==> src/rtl/gpu_pa_pkg.sv <==
// Shared types for the primitive assembler: topology, FSM state, and
// vertex-width helper.
package gpu_pa_pkg;

  typedef enum logic [1:0] {
    TOPO_LIST  = 2'd0,
    TOPO_STRIP = 2'd1,
    TOPO_FAN   = 2'd2
  } topology_t;

  typedef enum logic [1:0] {
    IDLE    = 2'd0,
    COLLECT = 2'd1,
    DRAIN   = 2'd2,
    DONE    = 2'd3
  } pa_state_t;

  function automatic int calc_vw(input int aw, input int apv);
    return aw * apv;
  endfunction

endpackage

==> src/rtl/pa_tri_fifo.sv <==
// Show-ahead triangle FIFO between the assembler and rasterizer setup.
// Output data reads as zero while the FIFO is empty.
module pa_tri_fifo
  import gpu_pa_pkg::*;
#(
  parameter int W     = 768,
  parameter int DEPTH = 4
) (
  input  logic         clk,
  input  logic         rst,
  input  logic         push,
  input  logic [W-1:0] wdata,
  input  logic         pop,
  output logic [W-1:0] rdata,
  output logic         full,
  output logic         empty
);

  localparam int AW = $clog2(DEPTH);

  logic [W-1:0] mem [DEPTH];
  logic [AW:0]  wp;
  logic [AW:0]  rp;

  assign empty = (wp == rp);
  assign full  = (wp[AW] != rp[AW]) &&
                 (wp[AW-1:0] == rp[AW-1:0]);
  assign rdata = empty ? '0 : mem[rp[AW-1:0]];

  always_ff @(posedge clk or posedge rst) begin
    if (rst) begin
      wp <= '0;
      rp <= '0;
    end else begin
      if (push && !full)
        wp <= wp + 1'b1;
      if (pop && !empty)
        rp <= rp + 1'b1;
    end
  end

  always_ff @(posedge clk) begin
    if (push && !full)
      mem[wp[AW-1:0]] <= wdata;
  end

endmodule

==> src/rtl/primitive_assembler.sv <==
// Groups fetched vertices into list/strip/fan triangles and queues them.
// Optional degenerate-triangle culling: define PA_DEGENERATE_CULL_EN.
module primitive_assembler
  import gpu_pa_pkg::*;
#(
  parameter int ATTR_WIDTH       = 32,
  parameter int ATTRS_PER_VERTEX = 8,
  parameter int FIFO_DEPTH       = 4,
  localparam int VW = calc_vw(ATTR_WIDTH, ATTRS_PER_VERTEX)
) (
  input  logic          clk,
  input  logic          rst,
  input  logic          i_draw_start,
  input  logic [1:0]    i_topology,
  input  logic [15:0]   i_vertex_count,
  input  logic          i_vtx_valid,
  input  logic [VW-1:0] i_vtx_data,
  output logic          o_vtx_ready,
  output logic          o_tri_valid,
  output logic [3*VW-1:0] o_tri_data,
  input  logic          i_tri_ready,
  output logic          o_busy,
  output logic          o_draw_done
);

  pa_state_t state;
  topology_t topo;
  logic [15:0] count;
  logic [15:0] acc;
  logic [1:0]  slot;
  logic        k_odd;
  logic [VW-1:0] va;
  logic [VW-1:0] vb;

  logic accept;
  logic emit;
  logic push;
  logic full;
  logic empty;
  logic [3*VW-1:0] tri_d;

  assign o_vtx_ready = (state == COLLECT) &&
                       (acc < count) && !full;
  assign accept = i_vtx_valid && o_vtx_ready;
  assign o_tri_valid = !empty;

  always_comb begin
    emit  = 1'b0;
    tri_d = {i_vtx_data, vb, va};
    unique case (1'b1)
      (topo == TOPO_STRIP): begin
        emit = (acc >= 16'd2);
        // odd strip triangles swap v0/v1 to keep winding
        if (k_odd)
          tri_d = {i_vtx_data, va, vb};
      end
      (topo == TOPO_FAN): emit = (acc >= 16'd2);
      default: emit = (slot == 2'd2);
    endcase
  end

`ifdef PA_DEGENERATE_CULL_EN
  localparam int PW = 3 * ATTR_WIDTH;
  logic [PW-1:0] p0;
  logic [PW-1:0] p1;
  logic [PW-1:0] p2;
  logic degen;
  assign p0 = tri_d[PW-1:0];
  assign p1 = tri_d[VW+PW-1:VW];
  assign p2 = tri_d[2*VW+PW-1:2*VW];
  assign degen = (p0 == p1) || (p1 == p2) ||
                 (p0 == p2);
  assign push = accept && emit && !degen;
`else
  assign push = accept && emit;
`endif

  always_ff @(posedge clk or posedge rst) begin
    if (rst) begin
      state       <= IDLE;
      topo        <= TOPO_LIST;
      count       <= '0;
      acc         <= '0;
      slot        <= '0;
      k_odd       <= 1'b0;
      va          <= '0;
      vb          <= '0;
      o_busy      <= 1'b0;
      o_draw_done <= 1'b0;
    end else begin
      o_draw_done <= 1'b0;
      unique case (state)
        IDLE: begin
          if (i_draw_start) begin
            topo  <= (i_topology == 2'd3) ? TOPO_LIST
                     : topology_t'(i_topology);
            count  <= i_vertex_count;
            acc    <= '0;
            slot   <= '0;
            k_odd  <= 1'b0;
            o_busy <= 1'b1;
            state  <= COLLECT;
          end
        end
        COLLECT: begin
          if (acc == count)
            state <= DRAIN;
          if (accept) begin
            acc <= acc + 16'd1;
            unique case (1'b1)
              (topo == TOPO_STRIP): begin
                if (acc == 16'd0)
                  va <= i_vtx_data;
                else if (acc == 16'd1)
                  vb <= i_vtx_data;
                else begin
                  va    <= vb;
                  vb    <= i_vtx_data;
                  k_odd <= ~k_odd;
                end
              end
              (topo == TOPO_FAN): begin
                if (acc == 16'd0)
                  va <= i_vtx_data;
                else
                  vb <= i_vtx_data;
              end
              default: begin
                if (slot == 2'd0)
                  va <= i_vtx_data;
                if (slot == 2'd1)
                  vb <= i_vtx_data;
                slot <= (slot == 2'd2) ? 2'd0
                        : slot + 2'd1;
              end
            endcase
          end
        end
        DRAIN: begin
          if (empty) begin
            state       <= DONE;
            o_draw_done <= 1'b1;
          end
        end
        DONE: begin
          state  <= IDLE;
          o_busy <= 1'b0;
        end
        default: state <= IDLE;
      endcase
    end
  end

  pa_tri_fifo #(
    .W     (3 * VW),
    .DEPTH (FIFO_DEPTH)
  ) u_fifo (
    .clk   (clk),
    .rst   (rst),
    .push  (push),
    .wdata (tri_d),
    .pop   (i_tri_ready),
    .rdata (o_tri_data),
    .full  (full),
    .empty (empty)
  );

endmodule
==> config.mk <==
export PLATFORM = sky130hd
export DESIGN_NAME = primitive_assembler
export DESIGN_NICKNAME = d
export VERILOG_FILES = /design/src/rtl/gpu_pa_pkg.sv /design/src/rtl/pa_tri_fifo.sv /design/src/rtl/primitive_assembler.sv
export SDC_FILE = /design/constraint.sdc
export NUM_CORES = 2
export LEC_CHECK = 0
export CORE_MARGIN = 10
export CORE_UTILIZATION = 41
export DETAILED_ROUTE_END_ITERATION = 8
export HOLD_SLACK_MARGIN = 0.06
export SYNTH_ARGS = -nofsm -noshare
export SYNTH_HDL_FRONTEND = slang
export SYNTH_SLANG_ARGS = --single-unit
==> constraint.sdc <==
create_clock -name clk -period 24.3 [get_ports clk]
set_input_delay 3.645 -clock clk [delete_from_list [all_inputs] [get_ports clk]]
set_output_delay 3.645 -clock clk [all_outputs]
set_load 0.05 [all_outputs]
==> results.md <==
- Status: finished, final reports clean
- Synthesized flop and latch total: 3631
- First-pass GRT wire length: 547.6 mm
- RSZ-0062 raised after global routing: no
- Hold Path Class: register to register
- Most common cell after layout, fill and taps aside: edfxtp_1
- Post-Syn Instances: 7093
- Fin nets: 8548
- Min-delay src: u_fifo.wp[2]$_DFFE_PP0P_
- Arr. time, crit path: 6890 ps
- Setup crit end kind: output pin
- Vias per cell: 5.376
- Tcrit/Tclk final: 43.37%
- Initial Util: 41.13%
- Slew @ Worst Pin: 1197 ps
- Power Dens Cells: 93.70 nW/um^2
- Sink Count: 3631
- Bufs on Longest Clock Path: 4
- Seq/Total Area, Yosys: 72.62%
- R2R Setup Slk: 16460 ps
- CTS buffer count: 385
- # resized after CTS: 0
- Final Power: 16.39 mW
- Fin area: 174900 um^2
- Root Buffer: clkbuf_16
- Synth area leaders: edfxtp_1 (63%), mux4_2 (12%), dfrtp_1 (9.6%)
- Worst-Skew Late Latency: 900 ps
- Die W: 617.3 um
- DRT iter0 DRCs: 5423
- DP HPWL: 235.2 mm
- P&R area growth vs syn: 19.57%
- Hold Fails Final Rpt: 0
- Core area: 355700 um^2
- # setup viols final: 0
- Vias: 71.89k
- Initial antenna violation count: 72
- Synthesized area per cell: 20.62 um^2
- WL final: 380.1 mm
- Setup TNS Final: 0 ps
- Aggregate global routing overflow: 0
- Slew HR: 20.20%
- Hold Buf Count CTS: 0
- Max Fclk: 94.88 MHz
- Startpoint Class: register
- Die area: 381100 um^2
- Post-synth top flop: edfxtp_1
- Syn nets: 7403
- I/O pin total: 1051
- Input/output buffers: 1050
- Skew final: 49.67 ps
- CP max FO: 98
- Global-route usage over all layers: 19.29%
- Min cycle time layout: 10540 ps
- R2R Path End: u_fifo.mem[1][7]$_DFFE_PP_
- Max IR drop VDD: 0.09980 mV
- Synth top area share: 63.06%
- Yosys warns: 0
- Cell Area, Synth: 146300 um^2
- Post-DR wirelength/cell: 28.42 um
- P_leak: 66.84 nW
- Max cap viols: 0
- Area leader, netlist: edfxtp_1
- Worst Hold Endpoint: u_fifo.wp[2]$_DFFE_PP0P_
- # H-tree levels: 5
- Setup bufs post-CTS: 0
- Fillers: 29.19k
- Post-synthesis async set-or-reset flop share: 15.40%
- Cell Rows: 219
- Largest net degree at the start of global routing: 177
- DIE HEIGHT: 617.3 um
- Post-synth EDFFs: 3072
- Placer Congestion: 0.7650
- First-pass DRT Iterations: 5
- R2R depth: 10
- R2r startpoint: u_fifo.rp[0]$_DFFE_PP0P_
- Synth cell types: 43
- Vias in the first global route: 75.78k
- Share of cells above drive strength 1: 29.58%
- Min-Delay Path Depth: 1
- Worst Path Class, Setup: register to output pin
- DRT antenna net count: 0
- Placed Instance Area: 162000 um^2
- Commonest non-fill, non-tap cells in the layout: edfxtp_1 (3072), mux2_2 (1066), clkdlybuf4s50_1 (1050)
- CP required: 20650 ps
- CTS tree: done
- Clock-pin slew on the worst setup and hold paths: 60 ps
- Post-route DRC: 0
- Max-slew violation count: 0
-- layout make-up --
class | count | area [um^2] | share of cell area (%)
inverter | 28 | 112.6 | 0.06438
clock buffer | 550 | 10870 | 6.215
multi-input combinational | 3030 | 38120 | 21.80
tap | 4751 | 5944 | 3.399
antenna | 50 | 125.1 | 0.07153
sequential | 3631 | 106200 | 60.74
timing repair buffer | 1162 | 11550 | 6.604
clock inverter | 170 | 1939 | 1.109
-- routing by layer --
layer / vias to the layer above / global-route usage [%] / routed length (um)
met4: 40 / 7.196 / 15470
met3: 577 / 3.334 / 17880
li1: 30662 / - / -
met1: 38807 / 24.31 / 151400
met2: 1804 / 33.51 / 195100
met5: - / 0 / 299
-- where the power goes --
| part | internal, mW | switching (mW) |
|---|---|---|
| clock network | 3.45 | 2.43 |
| registers | 6.70 | 0.0289 |
| logic | 1.38 | 2.39 |
| total | 11.5 | 4.86 |
-- flip-flops by register name, summed over array words and instances (netlist names), 2 cells and up --
signal	count
acc	16
count	16
slot	2
state	2
topo	2
u_fifo.mem	3072
u_fifo.rp	3
u_fifo.wp	3
va	256
vb	256
-- how the worst max path moves through the flow --
stage / from / end / slack, ps
3_5_place_dp: i_vtx_valid / u_fifo.mem[1][273]$_DFFE_PP_ / 13090
3_3_place_gp: i_vtx_valid / u_fifo.mem[1][273]$_DFFE_PP_ / 13230
2_1_floorplan: i_vtx_valid / u_fifo.mem[3][0]$_DFFE_PP_ / 1040
5_1_grt: u_fifo.rp[0]$_DFFE_PP0P_ / o_tri_data[427] / 13100
6_report: u_fifo.rp[0]$_DFFE_PP0P_ / o_tri_data[426] / 13760
4_1_cts: u_fifo.rp[0]$_DFFE_PP0P_ / o_tri_data[427] / 13510
-- metrics by stage --
stage | setup WS, ps | hold WS (ps) | cells | utilization [%]
2_1_floorplan | 1044 | 461.9 | 7093 | -
3_3_place_gp | 13230 | 480.4 | 12602 | 45.54
3_5_place_dp | 13090 | 477.5 | 12602 | 45.54
4_1_cts | 13510 | 489.5 | 13322 | 49.14
5_1_grt | 13100 | 512.5 | 13363 | 49.17
6_report | 13760 | 494.3 | 13372 | 49.18
-- synth_stat cells (2+ instances only) --
library cell and instances:
edfxtp_1 3072, mux2_2 1066, and2_1 772, mux4_2 768
dfrtp_1 559, clkbuf_1 237, mux2_1 232, buf_2 104
buf_1 35, nand2_1 34, ha_1 31, inv_1 28
buf_6 27, nand3_1 14, mux2i_1 13, nand4_1 13
nor2_1 12, a21oi_1 11, nor4_1 9, o21ai_0 9
nand2b_1 5, nor3_1 4, xnor2_1 4, a31oi_1 3
and3_1 3, and4_1 3, o221ai_1 3, xor2_1 3
a211oi_1 2, nor2b_1 2, or2_2 2, or3_1 2
-- critical path, stage by stage, from the launching register on --
cell and delay [ps]:
dfrtp_4 850, xor2_1 250, nor2_1 110, nand2_4 550, buf_4 790, buf_4 710
buf_4 700, buf_4 650, and2_1 240, clkdlybuf4s50_1 820
-- cells by family after synthesis --
family,after synthesis,synth area share (%)
compound gates,33,0.1454
flops,3631,72.62
mux,2079,21.90
buf+inv,432,1.339
fa+ha+maj,31,0.2651
xor+xnor,7,0.04191
simple gates,880,3.682
(Power assumes the default switching activity.)
